==> config.mk <==
export PLATFORM = sky130hd
export DESIGN_NAME = demux1a2_32bit_buf
export DESIGN_NICKNAME = d
export VERILOG_FILES = /design/src/rtl/demux1a2_32bit_buf.sv
export SDC_FILE = /design/constraint.sdc
export NUM_CORES = 1
export LEC_CHECK = 0
export BUFFER_PORTS_ARGS = -buffer_cell sky130_fd_sc_hd__clkbuf_2
export CORE_ASPECT_RATIO = 1.5
export CORE_MARGIN = 2
export CORE_UTILIZATION = 34
export CTS_BUF_LIST = sky130_fd_sc_hd__clkbuf_16
export DETAILED_ROUTE_END_ITERATION = 10
export RECOVER_POWER = 50
export SYNTH_ARGS = -nofsm -noshare
export SYNTH_HDL_FRONTEND = slang
export SYNTH_SLANG_ARGS = --single-unit
==> constraint.sdc <==
create_clock -name CLK -period 7.7 [get_ports CLK]
set_input_delay 1.54 -clock CLK [delete_from_list [all_inputs] [get_ports CLK]]
set_output_delay 1.54 -clock CLK [all_outputs]
set_load 0.05 [all_outputs]
==> src/rtl/demux1a2_32bit_buf.sv <==
// Routes each input word to one of two independent 2-entry FIFOs selected by SEL, and counts the words accepted per path.
// Latency: a word is at the head of an empty path one cycle after it is presented. Backpressure: IN_READY is low while the selected path is full.
module demux1a2_32bit_buf #(
    parameter int CNT_W = 16
) (
    input  logic             CLK,
    input  logic             RST,
    input  logic             IN_VALID,
    output logic             IN_READY,
    input  logic             SEL,
    input  logic [31:0]      IN,
    output logic             OUT0_VALID,
    input  logic             OUT0_READY,
    output logic [31:0]      OUT0,
    output logic             OUT1_VALID,
    input  logic             OUT1_READY,
    output logic [31:0]      OUT1,
    output logic [CNT_W-1:0] CNT0,
    output logic [CNT_W-1:0] CNT1
);

    logic [31:0]      head [2];
    logic [31:0]      tail [2];
    logic [1:0]       occ  [2];
    logic [CNT_W-1:0] cnt  [2];
    logic             full    [2];
    logic             push    [2];
    logic             pop     [2];
    logic             out_rdy [2];

    always_comb begin
        out_rdy[0] = OUT0_READY;
        out_rdy[1] = OUT1_READY;
        for (int i = 0; i < 2; i++) begin
            full[i] = (occ[i] == 2'd2);
        end
        // Ready depends only on the selected path, never on IN_VALID.
        IN_READY = SEL ? !full[1] : !full[0];
        for (int i = 0; i < 2; i++) begin
            push[i] = IN_VALID && IN_READY && (SEL == 1'(i));
            pop[i]  = (occ[i] != 2'd0) && out_rdy[i];
        end
    end

    for (genvar p = 0; p < 2; p++) begin : g_path
        always_ff @(posedge CLK) begin
            if (RST) begin
                occ[p]  <= 2'd0;
                head[p] <= '0;
                tail[p] <= '0;
                cnt[p]  <= '0;
            end else begin
                unique case ({push[p], pop[p]})
                    2'b10: begin
                        if (occ[p] == 2'd0) begin
                            head[p] <= IN;
                        end else begin
                            tail[p] <= IN;
                        end
                        occ[p] <= occ[p] + 2'd1;
                    end
                    2'b01: begin
                        head[p] <= tail[p];
                        occ[p]  <= occ[p] - 2'd1;
                    end
                    // Push+pop only happens at occupancy 1: the new word replaces the head.
                    2'b11: head[p] <= IN;
                    default: ;
                endcase
                if (push[p]) begin
                    cnt[p] <= cnt[p] + 1'b1;
                end
            end
        end
    end

    assign OUT0_VALID = (occ[0] != 2'd0);
    assign OUT1_VALID = (occ[1] != 2'd0);
    assign OUT0       = OUT0_VALID ? head[0] : 32'h0;
    assign OUT1       = OUT1_VALID ? head[1] : 32'h0;
    assign CNT0       = cnt[0];
    assign CNT1       = cnt[1];

endmodule

Word-level counts from Yosys, hierarchy flattened
Memories as Yosys holds them, arrays and structs flattened.
Index checks and enable logic that the tools add are counted.
{ "totals": {"reg_bits": 0, "ram_bits": 164, "input_bits": 38, "n_memories": 4} }
{ "memory_table": {"columns": ["name", "words", "width", "rd", "rd_ports_with_merged_regs", "wr", "line", "text"], "rows": [
  ["head", 2, 32, 2, 0, 2, "22", "logic [31:0] head [2];"],
  ["tail", 2, 32, 2, 0, 2, "23", "logic [31:0] tail [2];"],
  ["cnt", 2, 16, 2, 0, 2, "25", "logic [CNT_W-1:0] cnt [2];"],
  ["occ", 2, 2, 2, 0, 2, "24", "logic [1:0] occ [2];"]
]} }
{ "op_classes": {"add_sub_neg": 6, "eq_ne": 8, "n_mux": 59, "bitwise_logic": 15, "reduce_logical": 11} }
{ "ops": {"columns": ["operator", "n"], "rows": [
  ["two-way mux 32 bit", 10],
  ["two-way mux 1 bit", 43],
  ["adder 16 x 1 -> 16 bit (second input constant)", 2],
  ["two-way mux 16 bit", 2],
  ["bitwise OR 1 bit", 14],
  ["== test 2 bit (second input constant)", 6],
  ["two-way mux 2 bit", 4],
  ["logical AND 1 bit", 5],
  ["adder 2 x 1 -> 2 bit (second input constant)", 2],
  ["== test 2 x 1 -> 1 bit (second input constant)", 2],
  ["zero test 2 bit", 2],
  ["nonzero test 2 bit", 2],
  ["subtractor 2 x 1 -> 2 bit (second input constant)", 2],
  ["zero test 1 bit", 2],
  ["NOT 1 bit", 1]
]} }

Longest topological paths before layout
Gate-level depths: netlist of the first run.
{ "depth": {"depth_word": 12, "ltp_mapped": 7, "mapped_depth_nobuf": 5} }

Least setup slack after synthesis of the first run
Ideal clock, no wire load.
{ "synth_path": {"path_type": "input to register", "startpoint": "input port SEL", "endpoint": "memory tail[1][0] (enable)", "t_arrival_ps": 4333, "required_ps": 7234, "slack_ps": 2901, "stages": 4, "path_buffers": 2, "path_cell_list": "buf_6 -> nand3_2 -> clkbuf_1 -> o21ai_0"} }
{ "synth_lines": {"columns": ["item", "line", "text"], "rows": [
  ["from (decl)", "10", "input logic SEL,"],
  ["to (decl)", "23", null]
]} }

==> flow_metrics.env, run 1 <==
export IMPL_firstDrtPassIters=4
export IMPL_max_freq_mhz=205
export IMPL_via_per_inst=5.42
export IMPL_path_class="input port to flip-flop"
export IMPL_critPathMaxFanout=32
export IMPL_yosys_cell_types_count=40
export IMPL_ys_top_cells_by_area="edfxtp_1 62%, and2_1 5.2%, o31ai_1 3.8%, a22o_1 3.5%, nand4_1 3.3%"
export IMPL_clockBufferDepth=2
export IMPL_finalHoldViolations=0
export IMPL_holdPathEnd="head[0][5]"
export IMPL_grt_total_usage_pct=17.1
export IMPL_place_gp_congestion=0.742
export IMPL_grt_max_degree=66
export IMPL_grt_pass1_vias=5579
export IMPL_yosys_warnings=0
export IMPL_avgSynthCellArea_um2=12.3
export IMPL_via_count=5685
export IMPL_period_share_pct=63.5
export IMPL_min_from="tail[0][5]"
export IMPL_clk_pin_slew_ps=70
export IMPL_ys_ff_latch=164
export IMPL_hold_depth=1
export IMPL_hpwl_mm=13.0
export IMPL_first_iter_violations=373
export IMPL_cts_made_buffers=17
export IMPL_crit_chain="clkbuf_1 > or4b_1 > nor2_1 > a22o_1"
export IMPL_die_w_um=129
export IMPL_areaGrowthSynthToFinish_pct=17.6
export IMPL_syn_area_mm2=0.00796
export IMPL_synth_compound_gate_area_share_pct=11.4
export IMPL_power_share_sequential_pct=44.2
export IMPL_cp_arrival_ps=5160
export IMPL_comb_power_share_pct=20.4
export IMPL_status="complete, but fails checks"
export IMPL_yosys_area_share_simple_pct=20.2
export IMPL_async_flop_share_pct=0
export IMPL_worst_setup_path_start_kind="input port"
export IMPL_antenna_found_initial=1
export IMPL_synth_mux_area_share_pct=1.26
export IMPL_die_h_um=191
export IMPL_synth_top_family_by_area="simple AND/OR/NAND/NOR gates"
export IMPL_wire_per_inst_um=19.7
export IMPL_crit_path_end_kind="flip-flop"
export IMPL_cp_top_family="simple AND/OR/NAND/NOR gates"
export IMPL_synth_adder_area_share_pct=0.629
export IMPL_power_frac_clock_pct=35.4
export IMPL_cp_buffers_inverters=1
export IMPL_holdBufCountCts=0
export IMPL_clk_latency_ps=430
export IMPL_ir_drop_mv=0.141
export IMPL_drv_slew=145
export IMPL_die_area_mm2=0.0247
export IMPL_r2r_start="occ[0][0]"
export IMPL_initial_utilization_pct=34.7
export IMPL_cp_slowest_cell="nor2_1"
export IMPL_total_power_mw=2.52
export IMPL_rrSetupSlack_ps=3650
export IMPL_fin_skew_ps=13.7
export IMPL_r2r_cells=6
export IMPL_fin_ws_ps=2810
export IMPL_post_cts_buffers=0
export IMPL_grt_pass1_wl_mm=31.8
export IMPL_routed_wl_mm=20.7
export IMPL_core_area_mm2=0.0230
export IMPL_place_ws_ps=3560
export IMPL_row_count=68
export IMPL_yosysTopAreaCellShare_pct=61.9
export IMPL_min_path_type="flip-flop to flip-flop"
export IMPL_powerDensity_mw_per_mm2=269
export IMPL_htree_levels=4
export IMPL_p_switching_uw=819
export IMPL_switching_share_pct=32.5
export IMPL_setup_viol=0
export IMPL_violations="max-capacitance violations, max-slew violations"
export IMPL_cts_sinks=164
export IMPL_ant_nets=0
export IMPL_tritoncts="done"
export IMPL_cts_resized=0
export IMPL_clockRootBuffer="clkbuf_16"
export IMPL_cap_violations=4
export IMPL_worst_pin_slew_ps=2610
export IMPL_synthFlopType="edfxtp_1"
export IMPL_grt_overflow=0
export IMPL_yosys_area_top_type="edfxtp_1"
export IMPL_timing_rr_end="head[0][13]"
export IMPL_fin_nets=796
export IMPL_rsz0062_at_grt="no"
export IMPL_synth_xor_area_share_pct=0.770
export IMPL_synthCells=649
export IMPL_p_leak_nw=3.51
export IMPL_p_int_mw=1.70
export IMPL_synth_edf_count=164
export IMPL_relSlewSlack_pct=-74.7
export IMPL_port_buffers=136
export IMPL_drive_above_1_share_pct=19.3
export IMPL_io_pins=137
export IMPL_synth_fp_nets=691
export IMPL_synth_yosys_seq_area_share_pct=61.9
export IMPL_finalSetupTns_ps=0
export IMPL_critPathMaxStageDelay_ps=2020
export IMPL_period_minus_slack_ps=4890
export IMPL_crit_required_ps=7970
export IMPL_drcViolationCount=0
==> cell usage after synthesis, drive strengths merged (7+ instances only) <==
| cell | number |
|---|---|
| edfxtp | 164 |
| and2 | 66 |
| a21oi | 48 |
| nand4 | 42 |
| o31ai | 40 |
| clkbuf | 37 |
| nor2b | 34 |
| and3 | 33 |
| a22o | 32 |
| buf | 20 |
| nand2 | 16 |
| nand3 | 14 |
| inv | 12 |
| nor2 | 12 |
| or4 | 12 |
| mux2i | 10 |
| o21ai | 10 |
| nor4 | 8 |
| nand2b | 7 |
| or3 | 7 |
==> power groups by stage <==
| stage | Combinational, mW | Sequential, mW | Clock, mW |
|---|---|---|---|
| floorplan | 0.352 | 1.16 | 0 |
| global placement | 0.527 | 1.13 | 0 |
| detailed placement | 0.530 | 1.13 | 0 |
| CTS | 0.532 | 1.12 | 0.907 |
| global route | 0.552 | 1.12 | 0.945 |
| finish | 0.514 | 1.11 | 0.893 |
==> flip-flops by register name (all words and copies together), names as in the netlist <==
signal	cells
occ	4
head	64
tail	64
cnt	32
==> layout by cell type (no fill, tap or decap), drive strengths merged, types with 3 or more instances in the layout <==
master  instances
ha              4
or3             7
and2           66
nand4          42
clkbuf        155
nand2b          7
nand2          16
o31ai          40
edfxtp        164
clkinv          3
nor2b          34
or4            12
a22o           32
nand3          14
a21oi          48
bufinv          3
inv            20
buf             5
and3           33
nor2           12
o21ai          10
xnor2           4
nor4            8
xor2            3
mux2i          10
nor3            4
==> cells by family (layout without fill, tap and decap cells) <==
group / after synthesis / count (layout)
AOI/OAI and AO/OA: 134 / 134
xor gates and xnor gates: 7 / 7
DFF: 164 / 164
buffers and inverters: 69 / 187
muxes: 10 / 10
and+or+nand+nor: 261 / 261
other: 0 / 1
adders and majority gates: 4 / 4
==> per-layer routing <==
layer  vias up  GRT usage [%]  part of all wire [%]  wire (um)
li1       2705              -                     -          -
met1      2811           19.7                    40       8310
met2       152           31.2                    54      11200
met3        17           3.44                   4.3        879
met4         0           5.89                   1.4        289
met5         -              0                     0          0
==> stage by stage <==
step / hold slack, ps / instances / utilization, % / cell area, um^2
final: 538 / 1048 / 40.7 / 9360
after global routing: 549 / 1048 / 40.7 / 9360
after global placement: 523 / 1015 / 38.5 / 8850
after detailed placement: 527 / 1015 / 38.5 / 8850
after CTS: 542 / 1047 / 41.2 / 9470
after floorplan: 518 / 649 / - / 7960
==> final cells by class <==
cell class | instances | area [um^2]
inverters | 12 | 45.0
well taps | 280 | 350
clock inverters | 15 | 188
repair buffers | 143 | 683
diodes | 1 | 2.50
clock buffers | 17 | 425
flip-flops and latches | 164 | 4920
multi-input cells | 416 | 2740
fillers | 2232 | 13600
==> worst reg2reg max path, stage by stage, from the launching register on <==
cell      delay, ps
edfxtp_1        390
inv_1           100
ha_2            690
nor2_2          110
buf_4           280
nor2_1         1950
a22o_1          380
==> worst max path at each step <==
stage	depth (start not counted)	to	slack, ps	from
after detailed placement	3	tail[1][8]	3560	SEL
after global routing	4	head[0][13]	2590	RST
after floorplan	4	tail[1][0]	2900	SEL
after CTS	4	OUT1[5]	3140	occ[1][1]
after global placement	3	tail[1][20]	3540	SEL
final	4	head[0][13]	2810	RST
(Power assumes the default switching activity.)
==> run 2: changes to the inputs <==
- clock period: 7.7 -> 4.07 ns (I/O delays scaled with it)
==> flow_metrics.env, run 2 (synthesis results as in run 1) <==
export IMPL_initial_utilization_pct=34.7
export IMPL_final_common_cell="edfxtp_1"
export IMPL_grt_total_usage_pct=17.0
export IMPL_io_pins=137
export IMPL_rsz0062_at_grt="no"
export IMPL_critPathMaxStageDelay_ps=720
export IMPL_die_w_um=129
export IMPL_grt_pass1_vias=5500
export IMPL_finalSetupTns_ps=0
export IMPL_path_class="flip-flop to output pin"
export IMPL_clk_pin_slew_ps=70
export IMPL_port_buffers=136
export IMPL_drcViolationCount=0
export IMPL_cap_violations=1
export IMPL_grt_pass1_wl_mm=31.8
export IMPL_areaGrowthSynthToFinish_pct=17.4
export IMPL_grt_overflow=0
export IMPL_fin_nets=804
export IMPL_reg_top3="head x64, tail x64, cnt x32"
export IMPL_worst_pin_slew_ps=1880
export IMPL_rrSetupSlack_ps=610
export IMPL_period_share_pct=89.4
export IMPL_cp_arrival_ps=2820
export IMPL_cts_sinks=164
export IMPL_p_leak_nw=3.50
export IMPL_met1_usage_pct=19.9
export IMPL_grt_busiest_layer="met2"
export IMPL_place_gp_congestion=0.753
export IMPL_drive_above_1_share_pct=19.5
export IMPL_setup_viol=0
export IMPL_hpwl_mm=13.3
export IMPL_clockBufferDepth=2
export IMPL_firstDrtPassIters=4
export IMPL_clk_latency_ps=430
export IMPL_worst_setup_path_start_kind="flip-flop"
export IMPL_r2r_start="occ[0][0]"
export IMPL_min_path_type="flip-flop to flip-flop"
export IMPL_first_iter_violations=424
export IMPL_post_cts_buffers=0
export IMPL_most_common_layout_cells="164 x edfxtp_1, 104 x clkbuf_2, 56 x and2_1"
export IMPL_htree_levels=4
export IMPL_critPathMaxFanout=45
export IMPL_place_ws_ps=901
export IMPL_powerDensity_mw_per_mm2=492
export IMPL_fillers=2256
export IMPL_max_freq_mhz=275
export IMPL_tritoncts="done"
export IMPL_via_per_inst=5.39
export IMPL_cp_slowest_cell="nor2_4"
export IMPL_clockRootBuffer="clkbuf_16"
export IMPL_finalHoldViolations=0
export IMPL_crit_path_end_kind="output pin"
export IMPL_r2r_cells=7
export IMPL_cts_made_buffers=17
export IMPL_grt_max_degree=46
export IMPL_via_count=5697
export IMPL_cts_resized=0
export IMPL_period_minus_slack_ps=3640
export IMPL_core_area_mm2=0.0230
export IMPL_die_h_um=191
export IMPL_holdBufCountCts=0
export IMPL_ant_nets=0
export IMPL_crit_chain="nor2_4 > inv_2 > and2_1 > clkbuf_2"
export IMPL_routed_wl_mm=20.9
export IMPL_status="complete, but fails checks"
export IMPL_relSlewSlack_pct=-25.3
export IMPL_drv_slew=37
export IMPL_startpoint="occ[1][1]"
export IMPL_violations="max-capacitance violations, max-slew violations"
export IMPL_timing_rr_end="tail[0][12]"
export IMPL_fin_hold_ws_ps=542
export IMPL_row_count=68
export IMPL_die_area_mm2=0.0247
export IMPL_gr_usage_met3_pct=4.06
export IMPL_fin_skew_ps=7.93
export IMPL_fin_ws_ps=433
export IMPL_antenna_found_initial=2
export IMPL_crit_required_ps=3260
export IMPL_wire_per_inst_um=19.7
export IMPL_ir_drop_mv=0.283
export IMPL_met2_usage_pct=28.8
export IMPL_timing_critical_path_to="OUT1[24]"
-- run 2: cell count changes in the layout (fill, tap and decap cells not counted), sizes merged --
| cell | previous run | this run |
|---|---|---|
| buf | 5 | 9 |
| diode | 1 | 2 |
| bufinv | 3 | 1 |
| clkinvlp | 1 | 2 |
| clkbuf | 155 | 159 |
| inv | 20 | 15 |
| clkinv | 3 | 9 |
-- run 2: where the power goes --
group          total, mW  leakage, nW  switching, mW  internal, mW
Clock               1.50        0.268          0.664         0.833
Combinational      0.993         1.50          0.786         0.206
Sequential          2.11         1.73         0.0712          2.04
Total               4.60         3.50           1.52          3.08
-- run 2: critical path: cells and delay by family, from the launching register on --
family,cells,cell delay (ps)
buffers and inverters,2,770
flip-flops,1,540
AND/OR/NAND/NOR,2,1050
-- run 2: worst min-delay path by stage --
stage / start / to / slack, ps / cells past startpoint
after detailed placement: tail[0][7] / head[0][7] / 530 / 1
final: tail[0][15] / head[0][15] / 540 / 1
after CTS: tail[0][28] / head[0][28] / 550 / 1
after global placement: tail[0][13] / head[0][13] / 520 / 1
after floorplan: tail[0][10] / head[0][10] / 520 / 1
after global routing: tail[0][20] / head[0][20] / 550 / 1
-- run 2: through the flow --
stage	power [mW]	utilization (%)	cells	cell area (um^2)
floorplan	2.86	-	649	7960
global placement	3.16	38.8	1023	8910
detailed placement	3.17	38.8	1023	8910
CTS	4.66	41.1	1055	9450
global route	4.77	40.7	1056	9350
finish	4.60	40.7	1057	9350
-- run 2: final cells by class --
class | instances | area, um^2 | area share (%)
Clock inverter | 15 | 118 | 1.26
Tap cell | 280 | 350 | 3.75
Antenna cell | 2 | 5.00 | 0.0535
Clock buffer | 17 | 425 | 4.55
Multi-Input combinational cell | 416 | 2750 | 29.4
Sequential cell | 164 | 4920 | 52.7
Timing Repair Buffer | 151 | 731 | 7.81
Inverter | 12 | 45.0 | 0.482
-- run 2: layer usage --
layer / wire (um) / up-vias / part of all wire (%)
met5: 0 / - / 0
met4: 857 / 0 / 4.1
met3: 941 / 47 / 4.5
met2: 10600 / 149 / 51
met1: 8430 / 2780 / 40
li1: - / 2721 / -
